**src/rtl/fetch_stage_if.sv**
```systemverilog
// rtl/fetch_stage_if.sv - fetch stage bus bundle: imem request/response, redirect, decode handshake
//   master : fetch stage side (drives imem_req_*, id_valid/id_inst/id_pc)
//   slave  : environment side (memory, execute redirect, decode)
interface fetch_stage_if;
  logic        imem_req_valid;
  logic        imem_req_ready;
  logic [31:0] imem_req_addr;
  logic        imem_rsp_valid;
  logic [31:0] imem_rsp_data;
  logic        redirect_valid;
  logic [31:0] redirect_pc;
  logic        id_valid;
  logic        id_ready;
  logic [31:0] id_inst;
  logic [31:0] id_pc;

  modport master (
    output imem_req_valid, imem_req_addr, id_valid, id_inst, id_pc,
    input  imem_req_ready, imem_rsp_valid, imem_rsp_data, redirect_valid, redirect_pc, id_ready
  );

  modport slave (
    input  imem_req_valid, imem_req_addr, id_valid, id_inst, id_pc,
    output imem_req_ready, imem_rsp_valid, imem_rsp_data, redirect_valid, redirect_pc, id_ready
  );
endinterface

```
**src/rtl/fetch_stage.sv**
```systemverilog
// rtl/fetch_stage.sv - RV32I fetch stage: PC, in-order imem requests, instruction FIFO, redirect flush
//   clk, rst_n            : clock, asynchronous active-low reset
//   bus.imem_req_*        : word fetch request (valid/ready, addr = PC register)
//   bus.imem_rsp_*        : in-order response, one pulse per accepted request
//   bus.redirect_*        : taken branch/jump from execute, overrides everything
//   bus.id_*              : instruction + PC to decode (valid/ready)
module fetch_stage #(
  parameter logic [31:0] RESET_PC = 32'h0000_0000,
  parameter int unsigned DEPTH    = 2
) (
  input  logic          clk,
  input  logic          rst_n,
  fetch_stage_if.master bus
);
  localparam int unsigned AW  = $clog2(DEPTH);
  localparam int unsigned CW  = AW + 1;
  localparam logic [31:0] NOP = 32'h0000_0013;

  typedef logic [CW-1:0] cnt_t;
  typedef logic [CW:0]   occ_t;
  typedef logic [AW-1:0] ptr_t;

  logic [31:0] pc_q, pc_d;
  cnt_t        out_q, out_d;
  cnt_t        drop_q, drop_d;
  cnt_t        cnt_q, cnt_d;
  ptr_t        rd_q, rd_d, wr_q, wr_d;
  ptr_t        tag_rd_q, tag_rd_d, tag_wr_q, tag_wr_d;

  logic [31:0] fifo_inst_q [DEPTH];
  logic [31:0] fifo_pc_q   [DEPTH];
  logic [31:0] tag_q       [DEPTH];

  logic rsp_fire, pop, push, accept, req_valid, id_valid;
  occ_t occ;
  logic unused_pc_lsbs;

  assign unused_pc_lsbs = ^bus.redirect_pc[1:0];

  // A response with nothing outstanding is a protocol error and is ignored.
  assign rsp_fire = bus.imem_rsp_valid & (out_q != '0);
  assign id_valid = (cnt_q != '0) & !bus.redirect_valid;
  assign pop      = id_valid & bus.id_ready;
  // Slots already promised (in flight + buffered), counting a same-cycle pop as freed.
  assign occ       = occ_t'(out_q) + occ_t'(cnt_q) - occ_t'(pop);
  assign req_valid = rst_n & !bus.redirect_valid & (occ < occ_t'(DEPTH));
  assign accept    = req_valid & bus.imem_req_ready;
  // Stale responses (pre-redirect fetches) are counted off via drop_q.
  assign push      = rsp_fire & (drop_q == '0) & !bus.redirect_valid;

  assign bus.imem_req_valid = req_valid;
  assign bus.imem_req_addr  = pc_q;
  assign bus.id_valid       = id_valid;
  assign bus.id_inst        = id_valid ? fifo_inst_q[rd_q] : NOP;
  assign bus.id_pc          = id_valid ? fifo_pc_q[rd_q]   : 32'h0;

  always_comb begin
    pc_d     = pc_q;
    out_d    = out_q + cnt_t'(accept) - cnt_t'(rsp_fire);
    drop_d   = drop_q;
    cnt_d    = cnt_q + cnt_t'(push) - cnt_t'(pop);
    rd_d     = rd_q + ptr_t'(pop);
    wr_d     = wr_q + ptr_t'(push);
    tag_wr_d = tag_wr_q + ptr_t'(accept);
    tag_rd_d = tag_rd_q + ptr_t'(rsp_fire);
    if (accept) pc_d = pc_q + 32'd4;
    if (rsp_fire && drop_q != '0) drop_d = drop_q - cnt_t'(1);
    if (bus.redirect_valid) begin
      pc_d   = {bus.redirect_pc[31:2], 2'b00};
      cnt_d  = '0;
      rd_d   = '0;
      wr_d   = '0;
      // Everything still in flight after this cycle's response belongs to the old path.
      drop_d = out_q - cnt_t'(rsp_fire);
    end
  end

  always_ff @(posedge clk or negedge rst_n) begin
    if (!rst_n) begin
      pc_q     <= RESET_PC;
      out_q    <= '0;
      drop_q   <= '0;
      cnt_q    <= '0;
      rd_q     <= '0;
      wr_q     <= '0;
      tag_rd_q <= '0;
      tag_wr_q <= '0;
    end else begin
      pc_q     <= pc_d;
      out_q    <= out_d;
      drop_q   <= drop_d;
      cnt_q    <= cnt_d;
      rd_q     <= rd_d;
      wr_q     <= wr_d;
      tag_rd_q <= tag_rd_d;
      tag_wr_q <= tag_wr_d;
    end
  end

  // Payload storage needs no reset: validity is tracked by the counters.
  // The tag FIFO survives redirects because stale responses still retire their tags.
  always_ff @(posedge clk) begin
    if (accept) tag_q[tag_wr_q] <= pc_q;
    if (push) begin
      fifo_inst_q[wr_q] <= bus.imem_rsp_data;
      fifo_pc_q[wr_q]   <= tag_q[tag_rd_q];
    end
  end
endmodule

```
**src/flat_wrapper.sv**
```systemverilog
// flat-port wrapper written by rule: the top's interface ports become plain ports
module fetch_stage_flat 
#(
  parameter logic [31:0] RESET_PC = 32'h0000_0000,
  parameter int unsigned DEPTH    = 2
)
  (clk, rst_n, bus_imem_req_valid, bus_imem_req_addr, bus_id_valid, bus_id_inst, bus_id_pc, bus_imem_req_ready, bus_imem_rsp_valid, bus_imem_rsp_data, bus_redirect_valid, bus_redirect_pc, bus_id_ready);
  fetch_stage_if bus_i ();
  input  logic clk;
  input  logic rst_n;
  output wire logic [$bits(bus_i.imem_req_valid)-1:0] bus_imem_req_valid;
  output wire logic [$bits(bus_i.imem_req_addr)-1:0] bus_imem_req_addr;
  output wire logic [$bits(bus_i.id_valid)-1:0] bus_id_valid;
  output wire logic [$bits(bus_i.id_inst)-1:0] bus_id_inst;
  output wire logic [$bits(bus_i.id_pc)-1:0] bus_id_pc;
  input wire logic [$bits(bus_i.imem_req_ready)-1:0] bus_imem_req_ready;
  input wire logic [$bits(bus_i.imem_rsp_valid)-1:0] bus_imem_rsp_valid;
  input wire logic [$bits(bus_i.imem_rsp_data)-1:0] bus_imem_rsp_data;
  input wire logic [$bits(bus_i.redirect_valid)-1:0] bus_redirect_valid;
  input wire logic [$bits(bus_i.redirect_pc)-1:0] bus_redirect_pc;
  input wire logic [$bits(bus_i.id_ready)-1:0] bus_id_ready;
  assign bus_imem_req_valid = bus_i.imem_req_valid;
  assign bus_imem_req_addr = bus_i.imem_req_addr;
  assign bus_id_valid = bus_i.id_valid;
  assign bus_id_inst = bus_i.id_inst;
  assign bus_id_pc = bus_i.id_pc;
  assign bus_i.imem_req_ready = bus_imem_req_ready;
  assign bus_i.imem_rsp_valid = bus_imem_rsp_valid;
  assign bus_i.imem_rsp_data = bus_imem_rsp_data;
  assign bus_i.redirect_valid = bus_redirect_valid;
  assign bus_i.redirect_pc = bus_redirect_pc;
  assign bus_i.id_ready = bus_id_ready;
  fetch_stage #(.RESET_PC(RESET_PC), .DEPTH(DEPTH)) u_core (.clk(clk), .rst_n(rst_n), .bus(bus_i));
endmodule
```
**config.mk**
```make
export PLATFORM = sky130hd
export DESIGN_NAME = fetch_stage_flat
export DESIGN_NICKNAME = d
export VERILOG_FILES = /design/src/rtl/fetch_stage_if.sv /design/src/rtl/fetch_stage.sv /design/src/flat_wrapper.sv
export SDC_FILE = /design/constraint.sdc
export NUM_CORES = 1
export LEC_CHECK = 0
export CAP_MARGIN = 0
export CELL_PAD_IN_SITES_DETAIL_PLACEMENT = 1
export CELL_PAD_IN_SITES_GLOBAL_PLACEMENT = 1
export CORE_ASPECT_RATIO = 0.9
export CORE_MARGIN = 3
export CORE_UTILIZATION = 34
export CTS_CLUSTER_DIAMETER = 30
export DETAILED_ROUTE_END_ITERATION = 6
export PLACE_DENSITY = 0.71
export SLEW_MARGIN = 10
export SYNTH_ARGS = -nofsm -noshare
export SYNTH_HDL_FRONTEND = slang
export SYNTH_SLANG_ARGS = --single-unit
```
**constraint.sdc**
```tcl
create_clock -name clk -period 3.74 [get_ports clk]
set_input_delay 0.374 -clock clk [delete_from_list [all_inputs] [get_ports clk]]
set_output_delay 0.374 -clock clk [all_outputs]
set_load 0.02 [all_outputs]
```
# Yosys cells after proc, flatten, opt, wreduce, memory -nomap -nowiden
# Memory sizes are Yosys's and may differ from the RTL's.
# Cells that the tools add are included.
classes:
  n_addsub: 13
  magnitude_cmp: 1
  muxes: 13
  bitwise_logic: 8
  reduce_logical: 8
ops:
  columns: ["op", "count"]
  rows:
  - ["32-bit 2-to-1 mux", 4]
  - ["32-bit by 3-bit adder with 32-bit output (second input constant)", 1]
  - ["2-bit nonzero test", 5]
  - ["1-bit bitwise AND", 8]
  - ["1-bit 2-to-1 mux", 6]
  - ["2-bit 2-to-1 mux", 3]
  - ["2-bit by 1-bit subtractor with 2-bit output", 3]
  - ["1-bit adder", 4]
  - ["2-bit by 1-bit adder with 2-bit output", 2]
  - ["2-bit by 2-bit adder with 3-bit output", 1]
  - ["3-bit by 2-bit < comparator with 1-bit output (second input constant)", 1]
  - ["3-bit by 1-bit subtractor with 3-bit output", 1]
  - ["2-bit logical NOT", 1]
  - ["2-bit by 1-bit subtractor with 2-bit output (second input constant)", 1]
  - ["1-bit logical AND", 1]
  - ["1-bit logical NOT", 1]
word_totals:
  register_bits: 42
  ram_bits: 192
  in_bits: 70
  elab_cells: 54
  mem_count: 3
memory_table:
  columns: ["memory", "words", "word_bits", "read_ports", "rd_clocked_by_memory_dff", "write_ports", "line_no", "source"]
  rows:
  - ["u_core.fifo_inst_q", 2, 32, 1, 0, 1, "fetch_stage.sv:30", "logic [31:0] fifo_inst_q [DEPTH];"]
  - ["u_core.fifo_pc_q", 2, 32, 1, 0, 1, "fetch_stage.sv:31", "logic [31:0] fifo_pc_q [DEPTH];"]
  - ["u_core.tag_q", 2, 32, 1, 0, 1, "fetch_stage.sv:32", "logic [31:0] tag_q [DEPTH];"]

# Longest topological paths before layout
# Gate-level depths: netlist of the first run.
depth:
  depth_word: 9
  ltp_mapped: 15
  mapped_depth_nobuf: 13

# Least setup slack after synthesis of the first run
# No wires, ideal clock.
synth_timing:
  kind: "input port to flip-flop"
  start: "in bus_redirect_valid"
  end: "mem u_core.tag_q[1][10] (enable)"
  setup_ns: 0.390
  arrival_time_ns: 3.492
  t_required_ns: 3.350
  path_slack_ns: -0.141
  stages: 13
  path_cell_list: "buf_2 > clkinv_1 > o21ai_1 > inv_1 > nand2_1 > nor2_1 > o21ai_0 > fa_1 > and4b_1 > nand2_1 > inv_1 > buf_2 > ha_1"
synth_via:
  elab_chain_len: 9
synth_rtl:
  columns: ["item", "line_no", "source"]
  rows:
  - ["from (decl)", "flat_wrapper.sv:19", "input wire logic [$bits(bus_i.redirect_valid)-1:0] bus_redirect_valid;"]
  - ["1-bit logical NOT", "fetch_stage.sv:42", "assign id_valid = (cnt_q != '0) & !bus.redirect_valid;"]
  - ["1-bit bitwise AND", "fetch_stage.sv:42", null]
  - ["named net bus_id_valid", "flat_wrapper.sv:13", "output wire logic [$bits(bus_i.id_valid)-1:0] bus_id_valid;"]
  - ["1-bit bitwise AND", "fetch_stage.sv:43", "assign pop = id_valid & bus.id_ready;"]
  - ["3-bit by 1-bit subtractor with 3-bit output", "fetch_stage.sv:45", "assign occ = occ_t'(out_q) + occ_t'(cnt_q) - occ_t'(pop);"]
  - ["3-bit by 2-bit < comparator with 1-bit output", "fetch_stage.sv:46", "assign req_valid = rst_n & !bus.redirect_valid & (occ < occ_t'(DEPTH));"]
  - ["1-bit bitwise AND", "fetch_stage.sv:46", null]
  - ["1-bit bitwise AND", "fetch_stage.sv:47", "assign accept = req_valid & bus.imem_req_ready;"]
  - ["1-bit 2-to-1 mux", "fetch_stage.sv:103", "if (accept) tag_q[tag_wr_q] <= pc_q;"]
  - ["1-bit 2-to-1 mux (not written as such)", "fetch_stage.sv:103", null]
  - ["to (decl)", "fetch_stage.sv:32", null]
# The timed path passes the listed nets, and every way through them passes these cells.

# Worst setup path after layout of the first run
layout_timing:
  start: "reg u_core.cnt_q[0]"
  end: "out bus_imem_req_valid"
layout_via:
  elab_chain_len: 6
layout_rtl:
  columns: ["item", "line_no", "source"]
  rows:
  - ["from (decl)", "fetch_stage.sv:26", "cnt_t cnt_q, cnt_d;"]
  - ["from (signal assigned)", "fetch_stage.sv:92", "cnt_q <= cnt_d;"]
  - ["2-bit nonzero test", "fetch_stage.sv:42", null]
  - ["1-bit bitwise AND", "fetch_stage.sv:42", null]
  - ["1-bit bitwise AND", "fetch_stage.sv:43", null]
  - ["3-bit by 1-bit subtractor with 3-bit output *", "fetch_stage.sv:45", null]
  - ["3-bit by 2-bit < comparator with 1-bit output *", "fetch_stage.sv:46", null]
  - ["1-bit bitwise AND *", "fetch_stage.sv:46", null]
  - ["to (decl)", "flat_wrapper.sv:11", "output wire logic [$bits(bus_i.imem_req_valid)-1:0] bus_imem_req_valid;"]
# Mark *: on every way between the ends. The rest lies on a longest branch, timed or not.

==> summary.md, run 1 <==
| Metric | Value |
|---|---|
| Status | `finished, final reports clean` |
| Clk sinks | `224` |
| VDD IR max | `0.000410 V` |
| CTS clk-pin slew, worst paths | `40 ps` |
| Final hold vios | `0` |
| Final clock skew | `21.4 ps` |
| Hold/Removal Path Class | `in2async` |
| TritonCTS buffer count | `51` |
| Number of flops mapped to enable cells by yosys | `184` |
| Area after DPL | `11400 um2` |
| Share of cells above drive strength 1 | `0.164` |
| Register area share after synthesis | `0.706` |
| Max Buffers Root-to-Sink | `3` |
| Data required time of the worst path | `3370 ps` |
| DRC errors left | `0` |
| Antenna violations before repair | `0` |
| Die area | `29200 um2` |
| Gr usage total | `0.162` |
| Routed WL per cell | `19.6 um` |
| Slew headroom | `0.496` |
| Post-layout minimum cycle time | `3510 ps` |
| Syn-to-layout area delta | `43.2%` |
| Achievable frequency | `285 MHz` |
| Yosys cell types | `51` |
| Nets | `915` |
| Filler Cells Inserted | `2590` |
| Synth Warn # | `0` |
| Syn Inst Count | `628` |
| Leading area contributor after synthesis | `edfxtp_1` |
| Vias per inst | `4.91` |
| Effective utilization at floorplan | `0.350` |
| Placer Congestion | `0.785` |
| Synth area leaders | `edfxtp_1, dfrtp_1, mux2i_1` |
| Crit path arrival time | `3130 ps` |
| I/O pin cnt | `168` |
| Hpwl dp | `15400 um` |
| CP endpoint kind | `output port` |
| Register area | `6530 um2` |
| Startpoint types | `register` |
| Syn Area/Cell | `14.7 um2` |
| First-pass GRT wire length | `37400 um` |
| Endpoints failing setup | `0` |
| Seq cells post-synth | `224` |
| Most common cell after layout, fill and taps aside | `edfxtp_1` |
| Area occupied by multi-input gates | `2560 um2` |
| Vias in the first global route | `6531` |
| Most frequent cells in the layout | `edfxtp_1, clkdlybuf4s50_1, nor2_1` |
| Root buffer cell | `clkbuf_16` |
| Initial DRC Count | `382` |
| Port Buffer Count | `161` |
| Vias | `6015` |
| TritonCTS clock tree | `yes` |
| Largest net degree at the start of global routing | `60` |
| Max Slew Vio Count | `0` |
| Ys flop type | `edfxtp_1` |
| Worst slew pin tran | `757 ps` |
| Cell area after layout | `13200 um2` |
| WS Path Type | `reg2out` |
| Width of the die | `180 um` |
| Final core occ | `0.501` |
| Worst r2r path cells | `11` |
| Leakage | `4.64 nW` |
| Later-pin clock latency in the skew report | `550 ps` |
| Diode count | `0` |
| Synth Cell Area | `9240 um2` |
| Core Region | `26400 um2` |
| Post-synth ARST share | `0.179` |
| Pwr Density | `706 nW/um2` |
| Power, Total | `0.00934 W` |
| Crit Path Max Fanout | `6` |
| Max cap viols | `0` |
| Drt first pass iters | `4` |
| Top cell type's share of synthesized area | `0.598` |
| Die height | `162 um` |
| Grt ovf | `0` |
| Share of the clock period used by the worst path after layout | `0.938` |
| Fin Setup TNS | `0 ps` |
| # rows | `56` |
| H-tree Lvls | `2` |
| DRT antenna net count | `0` |
| Detailed Route WL | `23900 um` |
==> path summary, 6_finish.rpt <==
check                                            from                           end  slack (ps)
worst max-delay path                  u_core.cnt_q[0]            bus_imem_req_valid         230
worst min-delay path                            rst_n               u_core.cnt_q[1]         180
worst max register to register        u_core.cnt_q[0]  u_core.bus.imem_req_addr[29]         700
worst min register to register       u_core.drop_q[1]              u_core.drop_q[1]         550
max in group asynchronous                       rst_n                   u_core.rd_q        2800
min in group clk                bus_imem_rsp_data[24]     u_core.fifo_inst_q[0][24]         420
==> per-stage QoR <==
| step | setup WS, ps | instances | hold slack, ps |
|---|---|---|---|
| after detailed placement | 191 | 1126 | 201 |
| final | 233 | 1224 | 183 |
| after CTS | 79.7 | 1223 | 164 |
| after global placement | 222 | 1126 | 201 |
| after global routing | -2.80 | 1224 | 194 |
| after floorplan | -141 | 631 | 78.4 |
==> Yosys cell counts, drive strengths merged (3+ instances only) <==
| cell | number |
|---|---|
| edfxtp | 184 |
| nor2 | 79 |
| mux2i | 64 |
| dfrtp | 40 |
| nand2 | 37 |
| mux2 | 31 |
| o21ai | 22 |
| buf | 21 |
| inv | 17 |
| nand4 | 15 |
| nand3 | 14 |
| ha | 11 |
| clkbuf | 10 |
| o211ai | 10 |
| o311ai | 9 |
| a221o | 6 |
| and3 | 6 |
| xnor2 | 6 |
| a31oi | 5 |
| a21oi | 4 |
| xor2 | 4 |
| and2 | 3 |
| nor3 | 3 |
| or3 | 3 |
==> sequential cells by signal (all words and copies together) (netlist names) <==
register                  flops
u_core.out_q                  2
u_core.tag_wr_q               1
u_core.bus.imem_req_addr     30
u_core.drop_q                 2
u_core.rd_q                   1
u_core.wr_q                   1
u_core.cnt_q                  2
u_core.fifo_inst_q           64
u_core.tag_rd_q               1
u_core.fifo_pc_q             60
u_core.tag_q                 60
==> layer usage <==
layer | global-route usage | up-vias | wire [um]
met5 | 0 | - | 0
met4 | 0.0467 | 0 | 436
met3 | 0.0288 | 42 | 1090
met2 | 0.287 | 151 | 12200
met1 | 0.205 | 3026 | 10200
li1 | - | 2796 | -
==> power by group <==
| group | internal [W] | switching (W) | total [W] |
|---|---|---|---|
| sequential | 0.00300 | 0.000225 | 0.00322 |
| combinational | 0.000667 | 0.000744 | 0.00141 |
| clock | 0.00330 | 0.00140 | 0.00471 |
==> what timing repair did <==
action                     4_1_cts  5_1_grt
hold buffers                     1        0
resized for setup                0        1
setup endpoints to repair        0        1
setup buffers                    0        1
hold endpoints to repair         2        0
==> cells by family (layout without fill, tap and decap cells) <==
kind of cell	after synthesis	in the layout	synth area share
DFF	224	224	0.706
and+or+nand+nor	173	173	0.0887
muxes	95	95	0.107
AOI/OAI and AO/OA	64	64	0.0481
buffers and inverters	49	294	0.0233
adders and majority gates	12	12	0.0171
xor gates and xnor gates	10	10	0.00947
other	1	4	0.000406
==> critical path, cell delays in order, from the launching register on <==
cell and delay, ps:
dfrtp_1 410, o21ai_4 80, inv_1 160, nand2_1 130, nor2_1 180, o21ai_0 140
fa_1 430, xor2_2 210, nand3_1 130, nor2_1 110, clkdlybuf4s50_1 620
==> cell type report <==
type                       instances  area share
timing repair buffer             180       0.135
clock buffer                      64       0.104
multi-input combinational        358       0.193
tap                              348      0.0329
clock inverter                    32      0.0363
sequential                       224       0.493
inverter                          18     0.00510
No activity file was read; power rests on OpenSTA's default activity.
==> run 2, diff against run 1 <==
--- a/config.mk
+++ b/config.mk
@@ -13,6 +13,7 @@
 export CORE_UTILIZATION = 34
 export CTS_CLUSTER_DIAMETER = 30
 export DETAILED_ROUTE_END_ITERATION = 6
+export GPL_TIMING_DRIVEN = 0
 export PLACE_DENSITY = 0.71
 export SLEW_MARGIN = 10
 export SYNTH_ARGS = -nofsm -noshare
==> summary.md, run 2 (synthesized netlist as in run 1, its figures left out) <==
| Metric | Value |
|---|---|
| Drt first pass iters | `4` |
| DP Cell Count | `1145` |
| Area after DPL | `11500 um2` |
| First-pass GRT wire length | `40400 um` |
| DRC errors left | `0` |
| Placer Congestion | `0.838` |
| DRT antenna net count | `0` |
| Endpoints failing setup | `0` |
| Gr usage total | `0.178` |
| Crit Path Max Fanout | `10` |
| Achievable frequency | `280 MHz` |
| Routed WL per cell | `20.9 um` |
| Hpwl dp | `17200 um` |
| Port Buffer Count | `161` |
| Register area | `6530 um2` |
| Initial DRC Count | `307` |
| Combinational share of power | `0.156` |
| TritonCTS clock tree | `yes` |
| WS Path Type | `reg2out` |
| Data required time of the worst path | `3370 ps` |
| Post-layout minimum cycle time | `3570 ps` |
| H-tree Lvls | `2` |
| Startpoint types | `register` |
| Filler Cells Inserted | `2561` |
| Worst slew pin tran | `839 ps` |
| Share of the clock period used by the worst path after layout | `0.954` |
| Final Non-Filler Cells | `1254` |
| Max reg flops | `64` |
| Max Buffers Root-to-Sink | `3` |
| Final clock skew | `43.3 ps` |
| Root buffer cell | `clkbuf_16` |
| Vias per inst | `4.96` |
| Worst hold margin | `250 ps` |
| Nets | `940` |
| I/O pin cnt | `168` |
| Hold/Removal Path Class | `in2async` |
| Detailed Route WL | `26200 um` |
| Syn-to-layout area delta | `47.3%` |
| Pwr Density | `721 nW/um2` |
| Antenna violations before repair | `1` |
| Power, Total | `0.00982 W` |
| Slew headroom | `0.441` |
| Later-pin clock latency in the skew report | `570 ps` |
| P_int | `0.00729 W` |
| Flop pwr share | `0.325` |
| Net switching power | `0.00253 W` |
| # rows | `56` |
| Status | `finished, final reports clean` |
| Worst path cell trace | `clkdlybuf4s15_1 > mux2i_1 > nor2_1 > clkdlybuf4s50_1` |
| Slowest CP cell | `dfrtp_1` |
| Width of the die | `180 um` |
| Biggest regs | `u_core.fifo_inst_q: 64 flops, u_core.fifo_pc_q: 60 flops, u_core.tag_q: 60 flops` |
| VDD IR max | `0.000351 V` |
| Unrepaired setup endpoints after global routing | `no` |
| Die area | `29200 um2` |
| Sw frac | `0.258` |
| Max incr delay on CP | `830 ps` |
| CP endpoint kind | `output port` |
| Clk sinks | `224` |
| Cell area after layout | `13600 um2` |
| Die height | `162 um` |
| CTS clk-pin slew, worst paths | `40 ps` |
| Most frequent cells in the layout | `edfxtp_1, clkdlybuf4s50_1, nor2_1` |
| Max Slew Vio Count | `0` |
| Final hold vios | `0` |
| Share of cells above drive strength 1 | `0.182` |
| Crit path arrival time | `3190 ps` |
| Largest register by flop count | `u_core.fifo_inst_q` |
| Max cap viols | `0` |
| TritonCTS buffer count | `55` |
| Vias | `6226` |
| Vias in the first global route | `6952` |
| Largest net degree at the start of global routing | `43` |
| Effective utilization at floorplan | `0.350` |
| Leakage | `4.80 nW` |
| Most common cell after layout, fill and taps aside | `edfxtp_1` |
| Clk pwr share | `0.519` |
| Area occupied by multi-input gates | `2590 um2` |
| Core Region | `26400 um2` |
| Grt ovf | `0` |
## run 2: cell types whose count changed in the layout (fill, tap and decap cells not counted), moves of 3 or more
cell | previous run | this run
clkbuf_16 | 52 | 55
buf_4 | 15 | 8
clkinv_2 | 4 | 11
buf_2 | 1 | 4
buf_16 | 0 | 4
clkbuf_1 | 9 | 12
buf_1 | 0 | 10
bufinv_16 | 10 | 13
## run 2: worst paths after layout
path                                  startpoint                           end  slack (ps)  cells past startpoint
max                                  u_core.rd_q                  bus_id_pc[9]         170                      4
min                                        rst_n              u_core.drop_q[0]         250                      2
max reg2reg                      u_core.cnt_q[0]  u_core.bus.imem_req_addr[14]         370                     12
min reg2reg                     u_core.drop_q[1]              u_core.drop_q[1]         540                      2
max in group asynchronous                  rst_n   u_core.bus.imem_req_addr[8]        3000                      3
min in group clk           bus_imem_rsp_data[15]     u_core.fifo_inst_q[0][15]         390                      1
## run 2: repair_timing
item,4_1_cts,5_1_grt
gates resized for setup,14,10
pin swaps,2,1
setup endpoints to repair,113,80
buffers inserted,3,1
hold buffers,1,0
hold endpoints to repair,36,0
## run 2: power by group through the flow
stage | Clock, W | Sequential [W] | Combinational (W)
after global routing | 0.00531 | 0.00321 | 0.00167
after CTS | 0.00517 | 0.00319 | 0.00155
after global placement | 0 | 0.00320 | 0.00143
final | 0.00510 | 0.00319 | 0.00153
after detailed placement | 0 | 0.00321 | 0.00150
after floorplan | 0 | 0.00320 | 0.000827
## run 2: layout make-up
class | instances | area share
flip-flops and latches | 224 | 0.479
multi-input cells | 358 | 0.190
repair buffers | 171 | 0.132
clock buffers | 61 | 0.104
clock inverters | 43 | 0.0452
well taps | 348 | 0.0320
plain buffers | 30 | 0.0119
inverters | 18 | 0.00533
diodes | 1 | 0.000184
## run 2: stage by stage
stage	utilization	setup TNS (ps)	setup WS, ps
floorplan	-	-8480	-141
global placement	0.428	-306280	-2370
detailed placement	0.434	-139430	-1710
CTS	0.515	0	10.7
global route	0.515	0	22.2
finish	0.515	0	171
## run 2: worst max-delay path: cells and delay by family (launching register included)
kind | cells | cell delay (ps)
buffers and inverters | 2 | 1420
flip-flops | 1 | 830
multiplexers | 1 | 200
AND/OR/NAND/NOR | 1 | 180
## run 2: per-layer routing
layer	global-route usage	vias up	routed length (um)
met3	0.0331	42	1130
li1	-	2844	-
met2	0.310	170	13300
met4	0.0668	0	597
met1	0.222	3170	11200
met5	0	-	0
==> run 3, diff against run 2 <==
--- a/config.mk
+++ b/config.mk
@@ -13,8 +13,9 @@
 export CORE_UTILIZATION = 34
 export CTS_CLUSTER_DIAMETER = 30
 export DETAILED_ROUTE_END_ITERATION = 6
+export DONT_BUFFER_PORTS = 1
 export GPL_TIMING_DRIVEN = 0
-export PLACE_DENSITY = 0.71
+export PLACE_DENSITY = 0.64
 export SLEW_MARGIN = 10
 export SYNTH_ARGS = -nofsm -noshare
 export SYNTH_HDL_FRONTEND = slang
==> constraint.sdc (replaced) <==
create_clock -name clk -period 2.96 [get_ports clk]
set_input_delay 0.296 -clock clk [delete_from_list [all_inputs] [get_ports clk]]
set_output_delay 0.296 -clock clk [all_outputs]
set_load 0.02 [all_outputs]
==> summary.md, run 3 (synthesized netlist as in run 1, its figures left out) <==
| Metric | Value |
|---|---|
| RR Startpoint | `u_core.cnt_q[0]` |
| Placer Congestion | `0.780` |
| Max reg flops | `64` |
| Pwr Density | `920 nW/um2` |
| Max cap viols | `0` |
| H-tree Lvls | `2` |
| VDD IR max | `0.000421 V` |
| Syn-to-layout area delta | `37.8%` |
| Filler Cells Inserted | `2565` |
| Biggest regs | `u_core.fifo_inst_q: 64 flops, u_core.fifo_pc_q: 60 flops, u_core.tag_q: 60 flops` |
| Effective utilization at floorplan | `0.350` |
| Share of the clock period used by the worst path after layout | `1.03` |
| Port Buffer Count | `0` |
| Data required time of the worst path | `3220 ps` |
| Gr usage total | `0.177` |
| Achievable frequency | `328 MHz` |
| Status | `finished, violations left` |
| Clk sinks | `224` |
| Die height | `162 um` |
| Width of the die | `180 um` |
| Final setup margin | `-89.0 ps` |
| Routed WL per cell | `23.0 um` |
| CTS clk-pin slew, worst paths | `50 ps` |
| DRT antenna net count | `0` |
| Antenna violations before repair | `7` |
| First-pass GRT wire length | `39800 um` |
| Drt first pass iters | `4` |
| Failing checks | `negative setup slack` |
| CP endpoint kind | `register` |
| Endpoints failing setup | `63` |
| Largest register by flop count | `u_core.fifo_inst_q` |
| Core Region | `26400 um2` |
| Crit path arrival time | `3310 ps` |
| Vias in the first global route | `6715` |
| WS Path Type | `reg2reg` |
| Most common cell after layout, fill and taps aside | `edfxtp_1` |
| Final hold vios | `0` |
| Unrepaired setup endpoints after global routing | `yes` |
| Slew headroom | `0.457` |
| Worst Setup SP | `u_core.cnt_q[0]` |
| TritonCTS clock tree | `yes` |
| Later-pin clock latency in the skew report | `550 ps` |
| Largest net degree at the start of global routing | `44` |
| Vias per inst | `5.16` |
| Die area | `29200 um2` |
| Startpoint types | `register` |
| TritonCTS buffer count | `50` |
| HP Start | `bus_imem_rsp_valid` |
| I/O pin cnt | `168` |
| Power, Total | `0.0117 W` |
| Crit Path Max Fanout | `8` |
| Max Slew Vio Count | `0` |
| # rows | `56` |
| Fin Setup TNS | `-3150 ps` |
| Leakage | `4.47 nW` |
| Hpwl dp | `16700 um` |
| Detailed Route WL | `26800 um` |
| Most frequent cells in the layout | `edfxtp_1, nor2_1, mux2i_1, dlygate4sd3_1, clkbuf_16` |
| Vias | `6029` |
| DRC errors left | `0` |
| Area after DPL | `9810 um2` |
| Initial DRC Count | `393` |
| Hold/Removal Path Class | `in2reg` |
| Share of cells above drive strength 1 | `0.227` |
| Final clock skew | `21.8 ps` |
| Nets | `855` |
| Root buffer cell | `clkbuf_16` |
| Max Buffers Root-to-Sink | `3` |
| Post-layout minimum cycle time | `3050 ps` |
| Cell area after layout | `12700 um2` |
| Grt ovf | `0` |
| Worst slew pin tran | `815 ps` |
[run 3: routing by layer]
| metal | GRT usage | up-vias | part of all wire |
|---|---|---|---|
| met1 | 0.207 | 3060 | 0.39 |
| li1 | - | 2694 | - |
| met3 | 0.0545 | 57 | 0.078 |
| met2 | 0.306 | 214 | 0.50 |
| met4 | 0.0724 | 4 | 0.028 |
| met5 | 0 | - | 0.0010 |
[run 3: where the power goes]
group          leakage (nW)  switching (W)  internal [W]  total [W]
sequential             2.15       0.000333       0.00378    0.00412
combinational          1.47        0.00102      0.000782    0.00180
clock                 0.851        0.00185       0.00395    0.00580
[run 3: worst paths after layout]
kind                            slack (ps)                            to  depth (start not counted)
max in group asynchronous             2490                   u_core.rd_q                          2
min in group asynchronous              250  u_core.bus.imem_req_addr[30]                          2
worst min register to register         550       u_core.fifo_pc_q[0][25]                          1
worst min-delay path                   160               u_core.tag_rd_q                          2
worst max-delay path                   -90            u_core.tag_q[1][7]                         12
worst max register to register         -90            u_core.tag_q[1][7]                         12
[run 3: through the flow]
| stage | hold WS, ps | util | worst slack, ps | std cells |
|---|---|---|---|---|
| floorplan | 0.409 | - | 27.5 | 631 |
| global placement | 3.12 | 0.368 | -970 | 979 |
| detailed placement | 2.87 | 0.371 | -1040 | 981 |
| CTS | 99.8 | 0.471 | -18.7 | 1149 |
| global route | 139 | 0.482 | -178 | 1168 |
| finish | 163 | 0.482 | -89.0 | 1168 |
[run 3: layout make-up]
class                           count  area, um2  area share
Tap cell                          348        435      0.0342
Clock inverter                     38        505      0.0397
Timing Repair Buffer               91       1050      0.0828
Inverter                           18       78.8     0.00619
Sequential cell                   224       6530       0.512
Buffer                             30        174      0.0136
Clock buffer                       56       1280       0.101
Antenna cell                        5       12.5    0.000982
Multi-Input combinational cell    358       2670       0.210
[run 3: critical path: stages (launching register included)]
cell	delay [ps]
dfrtp_1	410
o21ai_4	220
clkinv_4	140
a21oi_4	160
o21ai_2	80
fa_2	590
and4b_2	300
nand2_4	90
inv_6	80
buf_12	120
buf_6	100
ha_4	240
clkbuf_16	220
[run 3: repair_timing]
item | 4_1_cts | 5_1_grt
setup endpoints to repair | 152 | 82
gates cloned | 0 | 4
gates resized for setup | 15 | 33
buffers inserted | 10 | 10
pin swaps | 4 | 19
hold buffers | 65 | 0
endpoints found under the hold margin | 135 | 0
